<file path="config.mk">
export PLATFORM = sky130hd
export DESIGN_NAME = lightsaber_power_mgr_flat
export DESIGN_NICKNAME = d
export VERILOG_FILES = /design/src/rtl/lightsaber_pkg.sv /design/src/rtl/lightsaber_power_mgr_if.sv /design/src/rtl/lightsaber_power_mgr_channel_popcount.sv /design/src/rtl/lightsaber_power_mgr.sv /design/src/flat_wrapper.sv
export SDC_FILE = /design/constraint.sdc
export NUM_CORES = 1
export LEC_CHECK = 0
export ABC_AREA = 1
export CAP_MARGIN = 20
export CORE_MARGIN = 1
export CORE_UTILIZATION = 53
export CTS_BUF_LIST = sky130_fd_sc_hd__clkbuf_8 sky130_fd_sc_hd__clkbuf_16
export DETAILED_ROUTE_END_ITERATION = 8
export PLACE_DENSITY = 0.91
export SYNTH_ARGS = -nofsm -noshare
export SYNTH_HDL_FRONTEND = slang
export SYNTH_SLANG_ARGS = --single-unit
</file>
<file path="constraint.sdc">
create_clock -name clk -period 2.8 [get_ports clk]
set_input_delay 0.84 -clock clk [delete_from_list [all_inputs] [get_ports clk]]
set_output_delay 0.84 -clock clk [all_outputs]
set_load 0.01 [all_outputs]
</file>
<file path="src/rtl/lightsaber_pkg.sv">
// Shared definitions for the lightsaber power manager.
//   - state_e    : power manager state encoding (driven on the 3-bit state output)
//   - usage_e    : blade usage level (2-bit usage input)
//   - usage_cost : per-channel drain for a usage level
//   - DEF_*      : default parameter values for the power manager
package lightsaber_pkg;

    typedef enum logic [2:0] {
        ST_OFF      = 3'd0,
        ST_RECHARGE = 3'd1,
        ST_ACTIVE   = 3'd2,
        ST_DEPLETED = 3'd3
    } state_e;

    typedef enum logic [1:0] {
        USE_NONE  = 2'b00,
        USE_TRAIN = 2'b01,
        USE_DUEL  = 2'b10,
        USE_CUT   = 2'b11
    } usage_e;

    localparam int unsigned DEF_MAX_CHARGE    = 255;
    localparam int unsigned DEF_WARN_LEVEL    = 32;
    localparam int unsigned DEF_RESTART_LEVEL = 64;
    localparam int unsigned DEF_RECHARGE_RATE = 2;
    localparam int unsigned DEF_COST_TRAIN    = 1;
    localparam int unsigned DEF_COST_DUEL     = 2;
    localparam int unsigned DEF_COST_CUT      = 4;

    // Drain charged per active channel per cycle at the given usage level.
    function automatic int unsigned usage_cost(
        input logic [1:0]  usage,
        input int unsigned c_train,
        input int unsigned c_duel,
        input int unsigned c_cut
    );
        case (usage_e'(usage))
            USE_TRAIN: return c_train;
            USE_DUEL:  return c_duel;
            USE_CUT:   return c_cut;
            default:   return 0;
        endcase
    endfunction

endpackage

</file>
<file path="src/rtl/lightsaber_power_mgr_if.sv">
// Control/status bundle between the lightsaber top level and the power manager.
//   on, mode, usage, chan_en : requests from the top level (master -> slave)
//   charge, drain, chan_pwr,
//   warn, state              : registered status from the power manager (slave -> master)
interface lightsaber_power_mgr_if #(
    parameter int WIDTH    = 8,
    parameter int CHANNELS = 2
);
    localparam int DW = WIDTH + $clog2(CHANNELS + 1);

    logic                on;
    logic                mode;
    logic [1:0]          usage;
    logic [CHANNELS-1:0] chan_en;
    logic [WIDTH-1:0]    charge;
    logic [DW-1:0]       drain;
    logic [CHANNELS-1:0] chan_pwr;
    logic                warn;
    logic [2:0]          state;

    modport master (
        output on, mode, usage, chan_en,
        input  charge, drain, chan_pwr, warn, state
    );

    modport slave (
        input  on, mode, usage, chan_en,
        output charge, drain, chan_pwr, warn, state
    );
endinterface

</file>
<file path="src/rtl/lightsaber_power_mgr_channel_popcount.sv">
// Combinational count of requested emitter channels.
//   chan_en_i : channel request vector (CHANNELS bits)
//   count_o   : number of set bits, $clog2(CHANNELS+1) bits wide
module channel_popcount #(
    parameter int CHANNELS = 2,
    parameter int CW       = $clog2(CHANNELS + 1)
) (
    input  logic [CHANNELS-1:0] chan_en_i,
    output logic [CW-1:0]       count_o
);
    always_comb begin
        count_o = '0;
        for (int i = 0; i < CHANNELS; i++) begin
            count_o = count_o + CW'(chan_en_i[i]);
        end
    end
endmodule

</file>
<file path="src/rtl/lightsaber_power_mgr.sv">
// Shared charge reservoir for a multi-channel lightsaber.
// Drains per powered channel at a usage-dependent cost, recharges with
// saturation, flags low charge and locks out after full depletion until
// the reservoir has been recharged to RESTART_LEVEL.
//   clk : system clock, rising edge
//   rst : asynchronous, active-low reset
//   bus : slave side of lightsaber_power_mgr_if (requests in, status out)
module lightsaber_power_mgr
    import lightsaber_pkg::*;
#(
    parameter int          WIDTH         = 8,
    parameter int          CHANNELS      = 2,
    parameter int unsigned MAX_CHARGE    = DEF_MAX_CHARGE,
    parameter int unsigned WARN_LEVEL    = DEF_WARN_LEVEL,
    parameter int unsigned RESTART_LEVEL = DEF_RESTART_LEVEL,
    parameter int unsigned RECHARGE_RATE = DEF_RECHARGE_RATE,
    parameter int unsigned COST_TRAIN    = DEF_COST_TRAIN,
    parameter int unsigned COST_DUEL     = DEF_COST_DUEL,
    parameter int unsigned COST_CUT      = DEF_COST_CUT
) (
    input logic                  clk,
    input logic                  rst,
    lightsaber_power_mgr_if.slave bus
);
    localparam int CW = $clog2(CHANNELS + 1);
    localparam int DW = WIDTH + CW;

    state_e              state_q, state_d;
    logic [WIDTH-1:0]    charge_q, charge_d;
    logic [DW-1:0]       drain_q, drain_d;
    logic [CHANNELS-1:0] chan_pwr_q, chan_pwr_d;
    logic                warn_q, warn_d;

    logic [CW-1:0]       active_cnt;
    logic [DW-1:0]       cost_w;
    logic [DW-1:0]       drain_w;
    logic [WIDTH:0]      sum_w;
    logic [WIDTH-1:0]    recharged_w;
    logic [WIDTH-1:0]    drained_w;

    channel_popcount #(.CHANNELS(CHANNELS), .CW(CW)) u_popcount (
        .chan_en_i (bus.chan_en),
        .count_o   (active_cnt)
    );

    // DW bits hold cost x count without loss as long as cost fits in WIDTH bits.
    assign cost_w  = DW'(usage_cost(bus.usage, COST_TRAIN, COST_DUEL, COST_CUT));
    assign drain_w = cost_w * DW'(active_cnt);

    // One extra bit catches the carry before clamping to the ceiling.
    assign sum_w       = {1'b0, charge_q} + (WIDTH + 1)'(RECHARGE_RATE);
    assign recharged_w = (sum_w > (WIDTH + 1)'(MAX_CHARGE)) ? WIDTH'(MAX_CHARGE)
                                                            : sum_w[WIDTH-1:0];

    // Compare first so the reservoir floors at zero instead of wrapping.
    assign drained_w = (drain_w >= DW'(charge_q)) ? '0
                                                  : charge_q - drain_w[WIDTH-1:0];

    always_comb begin
        // NOTE: every target gets a default before the case so no latch is inferred.
        state_d    = state_q;
        charge_d   = charge_q;
        drain_d    = '0;
        chan_pwr_d = '0;

        case (state_q)
            ST_DEPLETED: begin
                // Lockout ignores on=0 and use requests; only recharging helps.
                if (bus.on && !bus.mode) begin
                    charge_d = recharged_w;
                    if (recharged_w >= WIDTH'(RESTART_LEVEL)) begin
                        state_d = ST_RECHARGE;
                    end
                end
            end
            default: begin
                // OFF/RECHARGE/ACTIVE follow on/mode; the edge applies the
                // behaviour of the state being entered.
                if (!bus.on) begin
                    state_d = ST_OFF;
                end else if (!bus.mode) begin
                    state_d  = ST_RECHARGE;
                    charge_d = recharged_w;
                end else begin
                    charge_d = drained_w;
                    drain_d  = drain_w;
                    if (drained_w == '0) begin
                        state_d = ST_DEPLETED;
                    end else begin
                        state_d    = ST_ACTIVE;
                        chan_pwr_d = bus.chan_en;
                    end
                end
            end
        endcase

        warn_d = (charge_d <= WIDTH'(WARN_LEVEL));
    end

    always_ff @(posedge clk or negedge rst) begin
        if (!rst) begin
            state_q    <= ST_OFF;
            charge_q   <= '0;
            drain_q    <= '0;
            chan_pwr_q <= '0;
            warn_q     <= 1'b0;
        end else begin
            // NOTE: non-blocking so all registers update from the same pre-edge values.
            state_q    <= state_d;
            charge_q   <= charge_d;
            drain_q    <= drain_d;
            chan_pwr_q <= chan_pwr_d;
            warn_q     <= warn_d;
        end
    end

    assign bus.state    = state_q;
    assign bus.charge   = charge_q;
    assign bus.drain    = drain_q;
    assign bus.chan_pwr = chan_pwr_q;
    assign bus.warn     = warn_q;
endmodule

</file>
<file path="src/flat_wrapper.sv">
// flat-port wrapper written by rule: the top's interface ports become plain ports
module lightsaber_power_mgr_flat import lightsaber_pkg::*;
#(
    parameter int          WIDTH         = 8,
    parameter int          CHANNELS      = 2,
    parameter int unsigned MAX_CHARGE    = DEF_MAX_CHARGE,
    parameter int unsigned WARN_LEVEL    = DEF_WARN_LEVEL,
    parameter int unsigned RESTART_LEVEL = DEF_RESTART_LEVEL,
    parameter int unsigned RECHARGE_RATE = DEF_RECHARGE_RATE,
    parameter int unsigned COST_TRAIN    = DEF_COST_TRAIN,
    parameter int unsigned COST_DUEL     = DEF_COST_DUEL,
    parameter int unsigned COST_CUT      = DEF_COST_CUT
)
  (clk, rst, bus_on, bus_mode, bus_usage, bus_chan_en, bus_charge, bus_drain, bus_chan_pwr, bus_warn, bus_state);
  lightsaber_power_mgr_if #(.WIDTH(WIDTH), .CHANNELS(CHANNELS)) bus_i ();
  input logic clk;
  input logic rst;
  input wire logic [$bits(bus_i.on)-1:0] bus_on;
  input wire logic [$bits(bus_i.mode)-1:0] bus_mode;
  input wire logic [$bits(bus_i.usage)-1:0] bus_usage;
  input wire logic [$bits(bus_i.chan_en)-1:0] bus_chan_en;
  output wire logic [$bits(bus_i.charge)-1:0] bus_charge;
  output wire logic [$bits(bus_i.drain)-1:0] bus_drain;
  output wire logic [$bits(bus_i.chan_pwr)-1:0] bus_chan_pwr;
  output wire logic [$bits(bus_i.warn)-1:0] bus_warn;
  output wire logic [$bits(bus_i.state)-1:0] bus_state;
  assign bus_i.on = bus_on;
  assign bus_i.mode = bus_mode;
  assign bus_i.usage = bus_usage;
  assign bus_i.chan_en = bus_chan_en;
  assign bus_charge = bus_i.charge;
  assign bus_drain = bus_i.drain;
  assign bus_chan_pwr = bus_i.chan_pwr;
  assign bus_warn = bus_i.warn;
  assign bus_state = bus_i.state;
  lightsaber_power_mgr #(.WIDTH(WIDTH), .CHANNELS(CHANNELS), .MAX_CHARGE(MAX_CHARGE), .WARN_LEVEL(WARN_LEVEL), .RESTART_LEVEL(RESTART_LEVEL), .RECHARGE_RATE(RECHARGE_RATE), .COST_TRAIN(COST_TRAIN), .COST_DUEL(COST_DUEL), .COST_CUT(COST_CUT)) u_core (.clk(clk), .rst(rst), .bus(bus_i));
endmodule
</file>
-- Word level (Yosys, flattened, before mapping)
Cells that the tools add are included.
- $add $sub $neg: 3
- $mul: 1
- $lt $le $gt $ge: 4
- eq/ne operators: 6
- multiplexer cells: 20
- reductions and logical operators: 4
- operators with widths (kind ; count):
    8-bit two-way mux ; 6
    10-bit two-way mux ; 3
    3-bit two-way mux ; 5
    10-bit by 8-bit greater-or-equal comparator with 1-bit output ; 1
    8-bit by 2-bit adder with 9-bit output (second input constant) ; 1
    9-bit by 8-bit > comparator with 1-bit output (second input constant) ; 1
    3-bit one-hot mux with 3 select lines ; 1
    8-bit by 7-bit greater-or-equal comparator with 1-bit output (second input constant) ; 1
    8-bit by 6-bit <= comparator with 1-bit output (second input constant) ; 1
    8-bit logical NOT ; 1
    2-bit two-way mux ; 4
    8-bit subtractor ; 1
    3-bit by 2-bit multiplier with 5-bit output ; 1
    2-bit equality test (second input constant) ; 2
    2-bit by 1-bit inequality test with 1-bit output (second input constant) ; 2
    3-bit by 2-bit equality test with 1-bit output (second input constant) ; 1
    1-bit by 1-bit adder with 2-bit output ; 1
    2-bit by 1-bit equality test with 1-bit output (second input constant) ; 1
    2-bit AND reduction ; 1
    1-bit logical AND ; 1
    1-bit logical NOT ; 1
    1-bit two-way mux ; 1
- flip-flop bits (word level): 24
- bits of input ports: 8
- output and inout bits: 24
- logic and storage cells: 43

-- Logic depth before layout (Yosys ltp)
- word-level depth: 10
- gate-level depth with buffers: 22
- depth with buffers taken out: 22

-- By module
From an unflattened synthesis, not the netlist that was laid out.
- cells, all modules: 264
- area, all modules: 1756.7 sq um
- modules (own cells, without submodules) (module ; times used ; cells an instance ; area each (sq um) ; sequential area each (sq um)):
    lightsaber_power_mgr ; 1 ; 263 ; 1744.2 ; 450.4
    channel_popcount ; 1 ; 1 ; 12.5 ; 0.0

-- Worst setup path before layout
OpenSTA, ideal clock, no wires.
- path kind: input to register
- start point: in bus_chan_en[0]
- end point: reg u_core.warn_q (netlist: u_core.bus.warn)
- setup time: 0.065 ns
- arrival: 3.316 ns
- required time: 2.735 ns
- setup slack: -0.582 ns
- stages on the path: 20
- buffers on the path: 0
- path through: ha_1 inv_1 nor3_1 ha_1 inv_1 fa_1 inv_1 ha_1 nand2_2 nor2_1 nand3_1 nand3_2 nor2_1 nand2_1 nand2_1 a21oi_1 nand2_1 nor2_1 nand2_1 nand2_1
- cells in the longest elaborated chain, start to end: 8
- elaborated cells on any way between the ends: 9
- those cells by class: add/sub: 2; mul: 1; order compare: 2; mux: 4
- RTL lines (element ; RTL line ; RTL):
    start: declaration ; flat_wrapper.sv:21 ; input wire logic [$bits(bus_i.chan_en)-1:0] bus_chan_en;
    1-bit by 1-bit adder with 2-bit output (*) ; lightsaber_power_mgr_channel_popcount.sv:14 ; count_o = count_o + CW'(chan_en_i[i]);
    3-bit by 2-bit multiplier with 5-bit output (*) ; lightsaber_power_mgr.sv:48 ; assign drain_w = cost_w * DW'(active_cnt);
    8-bit subtractor / 10-bit by 8-bit greater-or-equal comparator with 1-bit output (equally long branches) ; lightsaber_power_mgr.sv:57, lightsaber_power_mgr.sv:56 ;
    8-bit two-way mux (*) ; lightsaber_power_mgr.sv:56 ; assign drained_w = (drain_w >= DW'(charge_q)) ? '0
    8-bit two-way mux (*) ; lightsaber_power_mgr.sv:81 ; end else if (!bus.mode) begin
    8-bit two-way mux (*) ; lightsaber_power_mgr.sv:79 ; if (!bus.on) begin
    8-bit two-way mux (*) ; lightsaber_power_mgr.sv:66 ; case (state_q)
    8-bit by 6-bit <= comparator with 1-bit output (*) ; lightsaber_power_mgr.sv:97 ; warn_d = (charge_d <= WIDTH'(WARN_LEVEL));
    net u_core.warn_d ; lightsaber_power_mgr.sv:32 ; logic warn_q, warn_d;
    end signal: assignment ; lightsaber_power_mgr.sv:113 ; warn_q <= warn_d;
    end: declaration ; lightsaber_power_mgr.sv:32 ;
Mark *: on every way through the listed nets, which the timed path passes. The rest lies on a longest branch.
A chain may end at the register's enable or synchronous reset.

-- Final worst setup path
- start point: in bus_usage[1]
- end point: reg u_core.chan_pwr_q[0] (netlist: u_core.bus.chan_pwr[0])
- cells in the longest elaborated chain, start to end: 10
- elaborated cells on any way between the ends: 13
- those cells by class: add/sub: 1; mul: 1; order compare: 1; eq/ne: 3; mux: 6; reduce/logical: 1
- RTL lines (element ; RTL line ; RTL):
    start: declaration ; flat_wrapper.sv:20 ; input wire logic [$bits(bus_i.usage)-1:0] bus_usage;
    2-bit equality test / 2-bit by 1-bit equality test with 1-bit output (equally long branches) ; lightsaber_pkg.sv:37 ; case (usage_e'(usage))
    3-bit one-hot mux with 3 select lines (*) ; lightsaber_pkg.sv:37 ;
    3-bit by 2-bit multiplier with 5-bit output (*) ; lightsaber_power_mgr.sv:48 ;
    8-bit subtractor / 10-bit by 8-bit greater-or-equal comparator with 1-bit output (equally long branches) ; lightsaber_power_mgr.sv:57, lightsaber_power_mgr.sv:56 ;
    8-bit two-way mux (*) ; lightsaber_power_mgr.sv:56 ;
    8-bit logical NOT (*) ; lightsaber_power_mgr.sv:87 ; if (drained_w == '0) begin
    2-bit two-way mux (*) ; lightsaber_power_mgr.sv:87 ;
    2-bit two-way mux (*) ; lightsaber_power_mgr.sv:81 ;
    2-bit two-way mux (*) ; lightsaber_power_mgr.sv:79 ;
    2-bit two-way mux (*) ; lightsaber_power_mgr.sv:66 ;
    net u_core.chan_pwr_d[0] ; lightsaber_power_mgr.sv:31 ; logic [CHANNELS-1:0] chan_pwr_q, chan_pwr_d;
    end signal: assignment ; lightsaber_power_mgr.sv:112 ; chan_pwr_q <= chan_pwr_d;
    end: declaration ; lightsaber_power_mgr.sv:31 ;
Marked as above.

==> results.sh <==
export IMPL_status="complete, but fails checks"
export IMPL_failed_checks="negative setup slack"
export IMPL_hold_class="reg2reg"
export IMPL_grt_pass1_wl_um=8600
export IMPL_clk_insertion_delay_late_ps=270
export IMPL_cts_root_buf="clkbuf_8"
export IMPL_wl_per_cell_um=18.3
export IMPL_first_pass_iters=5
export IMPL_layout_drive_gt1_share=0.389
export IMPL_place_gp_congestion=0.943
export IMPL_startpoint="bus_usage[1]"
export IMPL_overflow=0
export IMPL_crit_type="in2reg"
export IMPL_numCtsBuffers=3
export IMPL_num_rows=20
export IMPL_finalSetupViolCount=12
export IMPL_fin_crit_ps=3600
export IMPL_finalWorstSetupSlack_ps=-799
export IMPL_crit_path_start_kind="primary input"
export IMPL_initial_core_util=0.562
export IMPL_ant_nets=0
export IMPL_switching_share=0.519
export IMPL_synth_async_reset_ratio=1.00
export IMPL_syn_to_final_growth_pct=50.3
export IMPL_routed_wl_um=6700
export IMPL_clock_power_share=0.087
export IMPL_r2r_start="u_core.bus.charge[1]"
export IMPL_dieHeight_um=58.9
export IMPL_synth_top_area_share=0.262
export IMPL_crit_path_end_kind="register"
export IMPL_htree_levels=1
export IMPL_cap_violations=0
export IMPL_postCtsHoldBufs=0
export IMPL_fp_coreArea_sq_um=3050
export IMPL_synth_top_cell_by_area="dfrtp_1"
export IMPL_cts_sinks=18
export IMPL_dp_hpwl_um=3760
export IMPL_die_w_um=58.9
export IMPL_p_seq_frac=0.168
export IMPL_clock_skew_ps=6.16
export IMPL_fmax_ghz=0.278
export IMPL_rrSetupSlack_ps=260
export IMPL_antenna_found_initial=0
export IMPL_diodes=0
export IMPL_drtIter0Drc=252
export IMPL_layout_nets=347
export IMPL_via_count=2141
export IMPL_synth_seq_cells=18
export IMPL_via_per_inst=5.87
export IMPL_clk_path_buf_depth=2
export IMPL_p_leak_uw=0.00132
export IMPL_p_per_area_nw_per_um2=1010
export IMPL_yosys_top_cells_area="dfrtp_1 26%, nand2_1 14%, ha_1 11%"
export IMPL_finalCritPeriodShare=1.29
export IMPL_r2r_cells=13
export IMPL_cts_tree="built"
export IMPL_r2r_end="u_core.bus.warn"
export IMPL_slew_viol_final=0
export IMPL_synth_most_common_cell="nand2_1"
export IMPL_cp_max_fo=6
export IMPL_syn_inst=258
export IMPL_p_sw_uw=1360
export IMPL_crit_end="u_core.bus.chan_pwr[0]"
export IMPL_grt_setup_unrepaired="true"
export IMPL_yosysUniqueCellTypes=30
export IMPL_synth_enable_flop_cells=0
export IMPL_grt_usage=0.336
export IMPL_dieArea_sq_um=3470
export IMPL_synth_ff_type="dfrtp_1"
export IMPL_grt_max_degree=19
export IMPL_p_int_uw=1260
export IMPL_port_buffers=25
export IMPL_hold_viol_final=0
export IMPL_grt_pass1_vias=1929
export IMPL_drc=0
export IMPL_synth_yosys_seq_area_share=0.262
export IMPL_clk_pin_slew_ps=80
export IMPL_pin_count=32
export IMPL_fin_total_pwr_uw=2610
export IMPL_ys_warn_count=0
export IMPL_pwr_share_comb=0.745
export IMPL_required_ps=2970
export IMPL_syn_area_sq_um=1720
export IMPL_synthTopCellsByCount="65 x nand2_1, 46 x inv_1, 27 x nor2_1, 18 x dfrtp_1, 16 x nand3_1"
export IMPL_whs_ps=739
export IMPL_worstPathArrival_ps=3770
export IMPL_peakVddDrop_mv=0.608
export IMPL_syn_avg_cell_area_sq_um=6.65
[cell usage in the layout, fill, tap and decap left out, drive strengths merged]
cell type / count
a21oi: 7
buf: 38
clkbuf: 5
clkdlybuf4s15: 1
clkdlybuf4s50: 21
clkinv: 1
conb: 6
dfrtp: 18
fa: 2
ha: 15
inv: 49
nand2: 72
nand3: 18
nand3b: 1
nand4: 8
nor2: 34
nor2b: 1
nor3: 7
o211ai: 1
o21a: 1
o21ai: 10
o21bai: 1
xnor2: 3
xor2: 1
[critical path: stages]
cell	delay (ps)
clkdlybuf4s15_1	240
inv_2	110
nor3_4	180
ha_2	210
inv_2	40
fa_2	350
xnor2_2	240
ha_4	260
buf_4	140
a21oi_2	180
o21ai_2	120
xnor2_2	220
nor2_4	60
nor2_1	110
nand4_1	240
nand3_1	160
inv_1	50
[flip-flops by register name, summed over array words and instances (netlist names)]
name and count:
u_core.bus.charge 8, u_core.bus.drain 5, u_core.bus.chan_pwr 2, u_core.bus.state 2
u_core.bus.warn 1
[power groups by stage]
stage | combinational [uW] | sequential, uW | clock [uW]
after CTS | 1520 | 423 | 219
after floorplan | 899 | 434 | 0
after global placement | 1380 | 425 | 0
after detailed placement | 1430 | 427 | 0
after global routing | 2030 | 443 | 237
final | 1950 | 438 | 228
[cell type report]
class	count	area (sq um)
inverters	50	190
flip-flops and latches	18	450
repair buffers	61	533
well taps	44	55.1
fillers	175	473
multi-input cells	188	1300
clock buffers	4	55.1
[worst min path at each step]
stage / from / end / slack [ps] / cells past startpoint
2_1_floorplan: rst / u_core.bus.chan_pwr[0] / 540 / 0
3_3_place_gp: u_core.bus.state[0] / u_core.bus.state[0] / 710 / 4
3_5_place_dp: u_core.bus.state[1] / u_core.bus.state[0] / 720 / 4
4_1_cts: u_core.bus.state[1] / u_core.bus.state[0] / 740 / 4
5_1_grt: u_core.bus.state[1] / u_core.bus.state[1] / 800 / 4
6_report: u_core.bus.state[1] / u_core.bus.state[0] / 740 / 4
[cell families after synthesis]
family                     share of synthesized area
DFF                                            0.262
other                                        0.00218
adders and majority gates                      0.133
buffers and inverters                          0.138
xor gates and xnor gates                      0.0204
AOI/OAI and AO/OA                             0.0692
and+or+nand+nor                                0.375
[stage by stage]
step	worst slack (ps)	std cells	setup TNS, ps	util	instance area [sq um]
after floorplan	-495	263	-4270	-	1840
after global placement	-1330	353	-12880	0.754	2300
after detailed placement	-1430	353	-14150	0.754	2300
after CTS	-704	359	-6340	0.791	2410
after global routing	-956	365	-9210	0.845	2580
final	-799	365	-7900	0.845	2580
[routing by layer]
metal | vias up | routed length [um] | share of wire | global-route usage
li1 | 918 | - | - | -
met1 | 993 | 2450 | 0.37 | 0.419
met2 | 179 | 3220 | 0.48 | 0.573
met3 | 51 | 676 | 0.10 | 0.0440
met4 | 0 | 353 | 0.053 | 0.160
met5 | - | 0 | 0 | 0
[repair_timing]
item	4_1_cts	5_1_grt
gates resized for setup	30	40
endpoints found under the setup margin	12	12
buffers inserted	4	9
cloned	0	0
hold endpoints to repair	0	0
pin swaps	21	31
Power figures use the tool's default switching activity.
